## config.mk

```make
export PLATFORM = sky130hd
export DESIGN_NAME = ym2149_bus_master
export DESIGN_NICKNAME = d
export VERILOG_FILES = /design/src/rtl/ym2149_bus_master.sv
export SDC_FILE = /design/constraint.sdc
export NUM_CORES = 1
export LEC_CHECK = 0
export BUFFER_PORTS_ARGS = -buffer_cell sky130_fd_sc_hd__buf_2
export CORE_UTILIZATION = 44
export DETAILED_ROUTE_END_ITERATION = 10
export PLACE_DENSITY = 0.67
export REMOVE_ABC_BUFFERS = 1
export SYNTH_ARGS = -nofsm -noshare
export SYNTH_HDL_FRONTEND = slang
export SYNTH_SLANG_ARGS = --single-unit
```

## constraint.sdc

```tcl
create_clock -name clk_i -period 3.8 [get_ports clk_i]
set_input_delay 0 -clock clk_i [delete_from_list [all_inputs] [get_ports clk_i]]
set_output_delay 0 -clock clk_i [all_outputs]
set_load 0.05 [all_outputs]
```

## src/rtl/ym2149_bus_master.sv

```systemverilog
// Host-side YM2149/AY-3-8910 bus initiator: request FIFO plus ADDR/GAP/data/GAP sequencer.
// Optional feature: define YM_ADDR_CACHE_EN to skip ADDR/GAP1 when the register address is unchanged.
module ym2149_bus_master #(
  parameter int FIFO_DEPTH = 4,
  parameter int PHASE_LEN  = 2,
  parameter int GAP_LEN    = 1
) (
  input  logic       clk_i,
  input  logic       reset_i,
  input  logic       reqValid_i,
  output logic       reqReady_o,
  input  logic       reqWr_i,
  input  logic [3:0] reqAddr_i,
  input  logic [7:0] reqData_i,
  output logic       rspValid_o,
  output logic [7:0] rspData_o,
  output logic       busy_o,
  output logic       psgBdir_o,
  output logic       psgBc_o,
  output logic [7:0] psgDo_o,
  input  logic [7:0] psgDi_i
);

  localparam int         AW         = $clog2(FIFO_DEPTH);
  localparam logic [AW:0] FULL_COUNT = (AW+1)'(FIFO_DEPTH);
  localparam logic [3:0] PHASE_LOAD = 4'(PHASE_LEN - 1);
  localparam logic [3:0] GAP_LOAD   = 4'(GAP_LEN - 1);

  localparam logic [2:0] S_IDLE = 3'd0;
  localparam logic [2:0] S_ADDR = 3'd1;
  localparam logic [2:0] S_GAP1 = 3'd2;
  localparam logic [2:0] S_WR   = 3'd3;
  localparam logic [2:0] S_RD   = 3'd4;
  localparam logic [2:0] S_GAP2 = 3'd5;

  // FIFO entry layout: [12] write flag, [11:8] register number, [7:0] write data
  logic [12:0]   fifoMem_q [FIFO_DEPTH];
  logic [AW-1:0] wrPtr_q, rdPtr_q;
  logic [AW:0]   count_q;
  logic          push, pop, start, fifoEmpty, cacheHit, phaseDone;
  logic [12:0]   fifoHead;

  logic [2:0]  state_q, state_d;
  logic [3:0]  phaseCnt_q, phaseCnt_d;
  logic [12:0] curReq_q, curReq_d;
  logic        rspValid_q, rspValid_d;
  logic [7:0]  rspData_q, rspData_d;

  assign reqReady_o = (count_q != FULL_COUNT);
  assign push       = reqValid_i && reqReady_o;
  assign fifoEmpty  = (count_q == '0);
  assign fifoHead   = fifoMem_q[rdPtr_q];
  assign phaseDone  = (phaseCnt_q == 4'd0);

  always_ff @(posedge clk_i) begin
    if (push) fifoMem_q[wrPtr_q] <= {reqWr_i, reqAddr_i, reqData_i};
  end

  always_ff @(posedge clk_i) begin
    if (reset_i) begin
      wrPtr_q <= '0;
      rdPtr_q <= '0;
      count_q <= '0;
    end else begin
      if (push) wrPtr_q <= wrPtr_q + AW'(1);
      if (pop)  rdPtr_q <= rdPtr_q + AW'(1);
      case ({push, pop})
        2'b10:   count_q <= count_q + (AW+1)'(1);
        2'b01:   count_q <= count_q - (AW+1)'(1);
        default: count_q <= count_q;
      endcase
    end
  end

`ifdef YM_ADDR_CACHE_EN
  logic       cacheValid_q;
  logic [3:0] cacheAddr_q;

  assign cacheHit = cacheValid_q && (cacheAddr_q == fifoHead[11:8]);

  // The cache tracks whatever address the PSG last latched through an ADDR phase
  always_ff @(posedge clk_i) begin
    if (reset_i) begin
      cacheValid_q <= 1'b0;
      cacheAddr_q  <= 4'h0;
    end else if (start && !cacheHit) begin
      cacheValid_q <= 1'b1;
      cacheAddr_q  <= fifoHead[11:8];
    end
  end
`else
  assign cacheHit = 1'b0;
`endif

  always_comb begin
    state_d    = state_q;
    phaseCnt_d = phaseDone ? phaseCnt_q : phaseCnt_q - 4'd1;
    curReq_d   = curReq_q;
    rspValid_d = 1'b0;
    rspData_d  = rspData_q;
    start      = 1'b0;
    pop        = 1'b0;
    case (state_q)
      S_IDLE: start = !fifoEmpty;
      S_ADDR: if (phaseDone) begin
        state_d    = S_GAP1;
        phaseCnt_d = GAP_LOAD;
      end
      S_GAP1: if (phaseDone) begin
        state_d    = curReq_q[12] ? S_WR : S_RD;
        phaseCnt_d = PHASE_LOAD;
      end
      S_WR: if (phaseDone) begin
        state_d    = S_GAP2;
        phaseCnt_d = GAP_LOAD;
      end
      S_RD: if (phaseDone) begin
        state_d    = S_GAP2;
        phaseCnt_d = GAP_LOAD;
        rspValid_d = 1'b1;
        rspData_d  = psgDi_i;
      end
      S_GAP2: if (phaseDone) begin
        if (fifoEmpty) state_d = S_IDLE;
        else           start   = 1'b1;
      end
      default: state_d = S_IDLE;
    endcase
    // Starting a request overrides the per-state next values above
    if (start) begin
      pop        = 1'b1;
      curReq_d   = fifoHead;
      phaseCnt_d = PHASE_LOAD;
      state_d    = cacheHit ? (fifoHead[12] ? S_WR : S_RD) : S_ADDR;
    end
  end

  always_ff @(posedge clk_i) begin
    if (reset_i) begin
      state_q    <= S_IDLE;
      phaseCnt_q <= 4'd0;
      curReq_q   <= 13'd0;
      rspValid_q <= 1'b0;
      rspData_q  <= 8'h00;
    end else begin
      state_q    <= state_d;
      phaseCnt_q <= phaseCnt_d;
      curReq_q   <= curReq_d;
      rspValid_q <= rspValid_d;
      rspData_q  <= rspData_d;
    end
  end

  always_comb begin
    psgBdir_o = 1'b0;
    psgBc_o   = 1'b0;
    psgDo_o   = 8'h00;
    case (state_q)
      S_ADDR: begin
        psgBdir_o = 1'b1;
        psgBc_o   = 1'b1;
        psgDo_o   = {4'h0, curReq_q[11:8]};
      end
      S_WR: begin
        psgBdir_o = 1'b1;
        psgDo_o   = curReq_q[7:0];
      end
      S_RD:    psgBc_o = 1'b1;
      default: ;
    endcase
  end

  assign busy_o     = !fifoEmpty || (state_q != S_IDLE);
  assign rspValid_o = rspValid_q;
  assign rspData_o  = rspData_q;

endmodule
```

==> results of run 1 <==
==> stage by stage <==
step / total power, mW / hold slack (ps) / cell area [sq um]
finish: 3.07 / 128 / 4380
global route: 3.27 / 148 / 4380
CTS: 3.10 / 121 / 4380
detailed placement: 2.42 / 220 / 3950
global placement: 2.38 / 211 / 3950
floorplan: 2.16 / 62.4 / 3600
==> how the worst max path moves through the flow <==
| stage | start | cells after the start | slack, ps | endpoint |
|---|---|---|---|---|
| detailed placement | phaseCnt_q[0]$_SDFF_PP0_ | 10 | 1170 | count_q[2]$_SDFFE_PP0P_ |
| global route | phaseCnt_q[0]$_SDFF_PP0_ | 10 | 950 | count_q[2]$_SDFFE_PP0P_ |
| CTS | phaseCnt_q[0]$_SDFF_PP0_ | 10 | 1160 | count_q[2]$_SDFFE_PP0P_ |
| global placement | phaseCnt_q[0]$_SDFF_PP0_ | 10 | 1310 | count_q[2]$_SDFFE_PP0P_ |
| floorplan | phaseCnt_q[0]$_SDFF_PP0_ | 10 | 600 | count_q[2]$_SDFFE_PP0P_ |
| finish | phaseCnt_q[0]$_SDFF_PP0_ | 10 | 1180 | count_q[2]$_SDFFE_PP0P_ |
==> power groups by stage <==
stage	combinational (mW)	clock [mW]	sequential, mW
final	1.05	0.663	1.36
after global routing	1.16	0.721	1.39
after CTS	1.06	0.684	1.36
after detailed placement	1.04	0	1.38
after global placement	1.01	0	1.37
after floorplan	0.820	0	1.34
==> layout make-up <==
| type | count | area (sq um) |
|---|---|---|
| clock buffer | 10 | 138 |
| clock inverter | 6 | 75.1 |
| fill | 648 | 3510 |
| inverter | 14 | 52.6 |
| multi-input combinational | 145 | 1260 |
| sequential | 88 | 2280 |
| tap | 102 | 128 |
| timing repair buffer | 66 | 438 |
==> flip-flops by register name, indices dropped and copies added (netlist names) <==
register,flops
rspValid_o,1
phaseCnt_q,4
wrPtr_q,2
state_q,3
rdPtr_q,2
rspData_o,8
count_q,3
fifoMem_q,52
curReq_q,13
==> metal layers <==
metal / track usage / share of wire
met2: 0.311 / 0.53
met3: 0.0439 / 0.034
met1: 0.181 / 0.42
met4: 0.0462 / 0.0088
met5: 0 / 0
==> worst register-to-register path: stages, from the launching register on <==
cell,delay (ps)
dfxtp_1,330
inv_1,90
ha_1,290
nand4bb_4,150
a2111oi_4,390
ha_1,250
inv_1,60
fa_1,370
xor2_1,160
or3_1,320
a21oi_1,150
==> placed cells by master (no fill, tap or decap), types with 2 or more instances in the layout <==
cell           count
nor2_1            37
clkbuf_8          10
a21oi_1            8
nand2_1            2
or3_1              2
mux4_2            13
ha_1               8
edfxtp_1          52
a211oi_1           2
a2111oi_0          2
nand2b_1           3
inv_2              3
dlygate4sd3_1     21
nand3b_1           2
clkinv_4           2
o21ai_0            3
inv_1             11
nor2b_1            2
dfxtp_1           36
xor2_1             3
xnor2_1            2
buf_2             44
mux2i_1           25
and3_1             8
nor3_1             2
==> timing repair <==
item | 4_1_cts | 5_1_grt
hold buffers | 21 | 0
hold endpoints to repair | 60 | 0
buffers inserted | 0 | 0
gates resized for setup | 0 | 0
==> kinds of logic after synthesis <==
| logic type | Yosys count | share of synthesized area |
|---|---|---|
| buffers and inverters | 27 | 0.0357 |
| multiplexers | 38 | 0.148 |
| AO/OA/AOI/OAI | 24 | 0.0490 |
| XOR/XNOR | 5 | 0.0119 |
| flip-flops | 88 | 0.621 |
| AND/OR/NAND/NOR | 69 | 0.102 |
| adder cells (fa/ha/maj) | 9 | 0.0327 |
==> run metrics, run 1 <==
Port Buf Inserts 44; Most used DFF post-synth edfxtp_1; Max Cap Violations 0; crit end category flip-flop; Seq pwr share 0.442; crit-path leading delay family adder cells; CTS root buf clkbuf_8; CTS Sinks 88; fin crit period between 2000 and 3000 ps; synth cell count leaders edfxtp_1 (52), nor2_1 (37), dfxtp_1 (36), mux2i_1 (25), mux4_2 (13); Overflow after GRT 0; Core ar. between 7000 and 8000 sq um; CTS Buf Count 9; final setup fails 0; Seq cells post-synth 88; crit-path max cell delay approximately 390 ps; hold_sp reqValid_i; synthesized instance count between 200 and 300; post-synth top area cell edfxtp_1; worst hold endpoint wrPtr_q[1]$_SDFFE_PP0P_; Synth area leaders edfxtp_1 (42%), dfxtp_1 (20%), mux4_2 (8.0%); Mapped Area around 3700 sq um; DR WL/cell 15.3 um; internal power roughly 2 mW; routability cong. about 0.75; Clock power frac 0.216; CP max FO 6; Clock Path Buffers 2; CTS tree built; count leader, synth edfxtp_1; first-pass GRT wire length between 10,000 and 15,000 um; die span in y 93.4 um; pre-CTS WS between 1000 and 1500 ps; RSZ-0062 raised after global routing false; DP Wirelength about 4100 um; Worst VDD drop roughly 0.42 mV; antenna violations before repair 0; final hold vios 0; vias in the first global route 2,183; routed via count ~2.2k; Final Cycle Share 0.690; Worst Tran Pin Value ~1100 ps; r2r worst-path depth 10; R2R Path End count_q[2]$_SDFFE_PP0P_; final WL between 6000 and 7000 um; placed cells between 300 and 400; clk slew on worst S/H paths roughly 90 ps; crit path DAT roughly 2900 ps; CP bufs+invs 2; fin cells roughly 430; # rows 32; Starting Density 0.466; Sw Ratio 0.351; First-pass DRT Iterations 4; Overall Global Routing Usage 0.165; pwr dens around 700 nW/um^2; Sum Neg Setup Slack 0 ps; worst path required time 4080 ps; critical-path cell list inv_1 -> ha_1 -> nand4bb_4 -> a2111oi_4 -> ha_1 -> inv_1 -> fa_1 -> xor2_1 -> or3_1 -> a21oi_1; WS Path Type flip-flop to flip-flop; share of cells above drive strength 1 0.255; Leak Pwr around 1.7 nW; Hold Path Stages 4; Setup Skew ~10 ps; area grow syn2layout 19.0%; Core Util, Final 0.555; Yosys Warn Count 0; die span in x between 90 and 100 um; asr flop ratio synth 0; Avg Cell Area, Syn 14.1 sq um; Slowest cell on crit path a2111oi_4; n_diodes 0; switching power total between 1 and 1.5 mW; startpoint types flip-flop; R2R Setup Slk between 1000 and 1500 ps; worst min path class primary input to flip-flop; routed vias/inst between 5 and 6; status finished clean; Seq/Total Area, Yosys 0.621; logic gate share of total power 0.341; drt drc 0; largest net degree at the start of global routing 34; H-tree depth 3; max-slew violations 0; setup slack after layout approximately 1200 ps; Slew Limit Headroom 0.290; # nets final between 300 and 400; Initial DRC Count ~120; share of the synthesized area in the top cell type 0.425; Synth cell types 47; Die ar. between 8000 and 9000 sq um; Max Freq 0.381 GHz; Routed Antenna Nets 0; I/O pin cnt 45; R2R Path Start phaseCnt_q[0]$_SDFF_PP0_; Post-synth EDFFs 52; Worst-Skew Late Latency about 350 ps
Note: power is estimated with default switching activity, not from simulation.
==> run 2: changes to the inputs <==
Settings changed: ABC_AREA from default to 1, PLACE_DENSITY 0.67 to 0.7.
Clock period 3.8 ns to 2.2 ns, I/O delays scaled along.
==> run 2 against run 1 <==
  * Area after synthesis down 0.61%
  * Clock skew grew 6.6 ps
  * Non-clock buffer count rose by 16
  * Via count is 26% higher
  * Design area increased by 2.8%
  * Sequential cell count did not move
  * Largest cell class unchanged
  * Power rose by 77%
  * Critical path type unchanged
==> run metrics, run 2 <==
status finished clean; Synth area leaders edfxtp_1 (43%), dfxtp_1 (20%), nor2_1 (6.3%); Pwr Total 5.42 mW (+77%); Worst VDD drop 0.437 mV (+3.5%); DR WL/cell 13.6 um (-11%); pre-CTS WS 25.2 ps (-1150 ps); die span in x 93.1 um (-0.30%); Final Cycle Share 0.947 (+0.257); R2R Setup Slk 120 ps (-1060 ps); routed vias/inst 4.96 (-2.2%); CTS Sinks 88 (unchanged); Starting Density 0.463 (-0.00286); I/O pin cnt 45 (unchanged); Leak Pwr 1.81 nW (+6.1%); crit path DAT 2340 ps (-560 ps); antenna violations before repair 0 (unchanged); CP max FO 3 (-3); routed via count 2,748 (+26%); fin crit period 2080 ps (-539 ps); WHS 60.0 ps (-68.1 ps); Most used DFF post-synth edfxtp_1; final WL 7530 um (+14%); Largest register FFs 52 (unchanged); commonest cells after routing, fill and taps aside nor2_1 (61), nand2_1 (55), edfxtp_1 (52); crit end category flip-flop; DP Wirelength 4710 um (+15%); worst path required time 2460 ps (-1620 ps); Yosys Warn Count 0 (unchanged); R2R Path End count_q[2]$_SDFFE_PP0P_; routability cong. 0.831 (+11%); post-synth top area cell edfxtp_1; Seq/Total Area, Yosys 0.624 (+0.00382); R2R Path Start phaseCnt_q[1]$_SDFF_PP0_; Core ar. 7890 sq um (unchanged); First-pass DRT Iterations 4 (unchanged); synth cell count leaders nor2_1 (61), nand2_1 (56), edfxtp_1 (52), o21ai_0 (43), dfxtp_1 (36); vias in the first global route 2,648 (+21%); crit-path max cell delay 370 ps (-20 ps); die span in y 93.1 um (-0.30%); Setup crit start phaseCnt_q[1]$_SDFF_PP0_; final setup fails 0 (unchanged); Clock Path Buffers 2 (unchanged); Die ar. 8680 sq um (-0.60%); Seq cells post-synth 88 (unchanged); Synth cell types 28 (-40%); Overall Global Routing Usage 0.183 (+0.0173); # rows 32 (unchanged); CTS root buf clkbuf_8; n_diodes 0 (unchanged); Avg Cell Area, Syn 9.93 sq um (-30%); Worst-Skew Late Latency 360 ps (about the same); r2r worst-path depth 13 (+3); largest net degree at the start of global routing 30 (-12%); WS Path Type flip-flop to flip-flop; Max Cap Violations 0 (unchanged); CTS tree built; Setup Skew 17.1 ps (+6.57 ps); Initial DRC Count 197 (+60%); synthesized instance count 368 (+42%); Overflow after GRT 0 (unchanged); share of the synthesized area in the top cell type 0.427 (+0.00262); Worst setup endpoint count_q[2]$_SDFFE_PP0P_; max-slew violations 0 (unchanged); Slowest cell on crit path fa_2; CTS Buf Count 9 (unchanged); Routed Antenna Nets 0 (unchanged); hold_sp reset_i; drt drc 0 (unchanged); worst min path class primary input to flip-flop; asr flop ratio synth 0 (unchanged); Most flops, register fifoMem_q; first-pass GRT wire length 12,100 um (+14%); Post-synth EDFFs 52 (unchanged); Mapped Area 3650 sq um (-0.61%); setup slack after layout 117 ps (-1060 ps); startpoint types flip-flop; Max Freq 0.480 GHz (+26%); count leader, synth nor2_1; Sum Neg Setup Slack 0 ps (unchanged); # nets final 480 (+34%); H-tree depth 3 (unchanged); Port Buf Inserts 44 (unchanged); Worst Tran Pin Value 453 ps (-611 ps); area grow syn2layout 23.1%; pwr dens 1200 nW/um^2 (+72%); final hold vios 0 (unchanged); clk slew on worst S/H paths 90 ps (about the same); share of cells above drive strength 1 0.230 (-0.0252); critical-path cell list inv_2 -> ha_4 -> nand2_4 -> nor2_4 -> nand2_2 -> a21boi_4 -> ha_2 -> inv_4 -> fa_2 -> a21oi_2 -> o21ai_2 -> o21ai_1 -> a21oi_1; most common cell after layout, fill and taps aside nor2_1; Slew Limit Headroom 0.697 (+0.408); fillers 679 (+4.8%)
run 2: cell types whose count changed after synthesis, moves of 13 or more:
cell / delta
a21oi_1: +17
inv_1: +13
mux2i_1: -25
mux4_2: -13
nand2_1: +54
nor2_1: +24
o21ai_0: +40
run 2: report_power, final:
group,switching [mW],internal (mW)
logic,1.36,0.768
clock network,0.574,0.531
registers,0.148,2.04
run 2: how the worst min path moves through the flow:
| stage | slack (ps) | depth (start not counted) | to |
|---|---|---|---|
| 2_1_floorplan | 70 | 1 | curReq_q[0]$_SDFFE_PP0P_ |
| 3_3_place_gp | 210 | 1 | fifoMem_q[1][0]$_DFFE_PP_ |
| 3_5_place_dp | 220 | 1 | fifoMem_q[2][1]$_DFFE_PP_ |
| 4_1_cts | 60 | 3 | curReq_q[5]$_SDFFE_PP0P_ |
| 5_1_grt | 70 | 3 | curReq_q[10]$_SDFFE_PP0P_ |
| 6_report | 60 | 3 | curReq_q[4]$_SDFFE_PP0P_ |
run 2: final cells by class:
type                       count  area (sq um)  share of cell area
clock inverter                 6          66.3              0.0147
tap                          102           128              0.0284
timing repair buffer          82           558               0.124
clock buffer                  10           128              0.0284
inverter                      29           114              0.0253
sequential                    88          2280               0.508
multi-input combinational    237          1220               0.272
run 2: cell families after synthesis:
group | count (synthesis) | share of synthesized area
compound gates | 84 | 0.124
xor+xnor | 2 | 0.00479
fa+ha+maj | 9 | 0.0329
buf+inv | 43 | 0.0500
flops | 88 | 0.624
simple gates | 142 | 0.164
run 2: worst max-delay path, delay by kind of cell, from the launching register on:
kind,cells,cell delay (ps)
and+or+nand+nor,3,230
buffers and inverters,2,120
adders and majority gates,3,730
DFF,1,340
AOI/OAI and AO/OA,5,560
run 2: metrics by stage:
step	instance area (sq um)	util	std cells
after floorplan	3580	-	354
after global routing	4500	0.571	554
after detailed placement	4010	0.509	511
after CTS	4420	0.560	548
after global placement	4010	0.509	511
final	4500	0.571	554
run 2: timing repair:
action                                 CTS  global route
endpoints found under the hold margin   60             0
gates resized for setup                  0            16
setup buffers                            0             6
hold buffers                            21             0
setup endpoints to repair                0             1
run 2: layer usage:
layer / routed length [um] / global-route usage
met5: 0 / 0
met4: 132 / 0.0756
met3: 354 / 0.0431
met2: 3740 / 0.309
met1: 3300 / 0.224
==> run 3: changes to the inputs <==
Settings changed: BUFFER_PORTS_ARGS -buffer_cell sky130_fd_sc_hd__buf_2 to default, CAP_MARGIN from default to 30, CORE_MARGIN from default to 2, DONT_BUFFER_PORTS from default to 1, PLACE_DENSITY 0.7 to 0.65.
==> run 3 against run 2 <==
  * First-iteration DRC count is 11% lower
  * Clock power is 13% higher
  * Die area is 4.3% higher
  * Utilization is 3.9 points lower
  * Critical path depth is 1 lower
  * Critical path type unchanged
  * Critical endpoint is now count_q[1]$_SDFFE_PP0P_
==> run metrics, run 3 (synthesis gave the netlist of run 2 again) <==
Worst setup endpoint count_q[1]$_SDFFE_PP0P_; crit end category flip-flop; WS Path Type flip-flop to flip-flop; most common cell after layout, fill and taps aside nor2_1; CP max FO 3 (unchanged); CTS root buf clkbuf_8; startpoint types flip-flop; GR peak layer met2; R2R Path End count_q[1]$_SDFFE_PP0P_; fin cells 515 (-7.0%); Initial DRC Count 176 (-11%); die span in y 95.1 um (+2.1%); Final Cycle Share 0.950 (+0.00288); placed cells 476 (-6.8%); antenna violations before repair 0 (unchanged); pwr dens 1260 nW/um^2 (+4.8%); max-slew violations 0 (unchanged); commonest cells after routing, fill and taps aside nor2_1 (61), nand2_1 (55), edfxtp_1 (52); drt drc 0 (unchanged); routed vias/inst 5.07 (+2.2%); GR Util met3 0.0348 (-0.00831); clk slew on worst S/H paths 100 ps (about the same); Leak Pwr 1.63 nW (-9.8%); Starting Density 0.449 (-0.0140); Worst-Skew Late Latency 360 ps (about the same); worst min path class primary input to flip-flop; Overflow after GRT 0 (unchanged); R2R Path Start phaseCnt_q[0]$_SDFF_PP0_; status finished clean; crit path DAT 2310 ps (-30 ps); post-CTS setup buffer count 0 (unchanged); Port Buf Inserts 0 (-100%); largest net degree at the start of global routing 30 (unchanged); routed via count 2,610 (-5.0%); Setup crit start phaseCnt_q[0]$_SDFF_PP0_; # rows 33 (+3.1%); Worst VDD drop 0.489 mV (+12%); Slew Limit Headroom 0.549 (-0.148); Seq pwr share 0.407 (+0.004); CTS tree built; fin crit period 2090 ps (+6.34 ps); Largest register FFs 52 (unchanged); Final Cell Area 4320 sq um (-4.0%); Hold Path Stages 3 (unchanged); switching power total 2.06 mW (-1.0%); final WL 7090 um (-5.9%); final setup fails 0 (unchanged); Clock Path Buffers 2 (unchanged); Sw Ratio 0.378 (-0.00606); dpl cell area 3840 sq um (-4.3%); # nets final 438 (-8.8%); CTS Buf Count 9 (unchanged); Max Freq 0.479 GHz (-0.30%); Clock power frac 0.229 (+0.025); die span in x 95.1 um (+2.1%); final hold vios 0 (unchanged); logic gate share of total power 0.365 (-0.028); DR WL/cell 13.8 um (+1.2%); CTS Sinks 88 (unchanged); R2R Setup Slk 110 ps (about the same); First-pass DRT Iterations 4 (unchanged); I/O pin cnt 45 (unchanged); first-pass GRT wire length 11,400 um (-5.7%); Sum Neg Setup Slack 0 ps (unchanged); internal power 3.39 mW (+1.5%); met1 Use GR 0.217 (-0.00707); vias in the first global route 2,411 (-9.0%); Worst Tran Pin Value 674 ps (+221 ps); n_diodes 0 (unchanged); routability cong. 0.919 (+11%); Core ar. 8130 sq um (+3.1%); DP Wirelength 4690 um (-0.50%); Most flops, register fifoMem_q; H-tree depth 3 (unchanged); Setup Skew 16.8 ps (-0.278 ps); fillers 717 (+5.6%); r2r worst-path depth 12 (-1); share of cells above drive strength 1 0.141 (-0.0886); Pwr Total 5.45 mW (+0.56%); area grow syn2layout 18.2%; Max Cap Violations 0 (unchanged); Routed Antenna Nets 0 (unchanged); Die ar. 9050 sq um (+4.3%); worst path required time 2420 ps (-40 ps); Overall Global Routing Usage 0.166 (-0.0165); met2 Use GR 0.269 (-0.0395)
## run 3: routing by layer
metal | wire length (um) | vias to the layer above
li1 | - | 1320
met1 | 3100 | 1222
met2 | 3480 | 59
met3 | 415 | 9
met4 | 85 | 0
met5 | 0 | -
## run 3: timing repair
item                                    CTS  global route
gates resized for setup                   0            12
endpoints found under the setup margin    0             2
hold buffers                             23             0
hold endpoints to repair                 79             0
## run 3: worst min path at each step
stage,startpoint,endpoint,slack [ps]
global placement,reset_i,curReq_q[4]$_SDFFE_PP0P_,70
detailed placement,reset_i,curReq_q[7]$_SDFFE_PP0P_,70
floorplan,reset_i,curReq_q[0]$_SDFFE_PP0P_,70
global route,reset_i,rspData_o[1]$_SDFFE_PP0P_,60
CTS,reset_i,rspData_o[4]$_SDFFE_PP0P_,8
finish,reset_i,rspData_o[4]$_SDFFE_PP0P_,30
## run 3: worst max-delay path, stage by stage, from the launching register on
cell	delay (ps)
dfxtp_2	340
inv_2	80
ha_4	140
nand2_2	60
nor2_4	110
nand2_2	80
a21boi_4	160
ha_2	180
inv_2	50
fa_2	520
nor2_1	50
a21oi_1	130
nor2_1	50
## run 3: through the flow
stage	worst slack, ps	util	hold slack (ps)
final	110	0.531	29.1
after global routing	-12.1	0.531	56.4
after CTS	6.79	0.528	8.04
after detailed placement	29.7	0.472	73.5
after global placement	93.9	0.472	72.0
after floorplan	-136	-	69.1
## run 3: layout make-up
class / instances / area [sq um] / area share
clock buffer: 10 / 128 / 0.0295
clock inverter: 6 / 97.6 / 0.0226
inverter: 29 / 111 / 0.0258
multi-input combinational: 237 / 1210 / 0.280
sequential: 88 / 2280 / 0.529
tap: 105 / 131 / 0.0304
timing repair buffer: 40 / 358 / 0.0828
## run 3: power by group through the flow
stage               clock, mW  combinational [mW]  sequential, mW
floorplan                   0                1.34            2.23
global placement            0                1.84            2.24
detailed placement          0                1.89            2.25
CTS                      1.28                1.94            2.21
global route             1.35                2.23            2.25
finish                   1.25                1.99            2.21
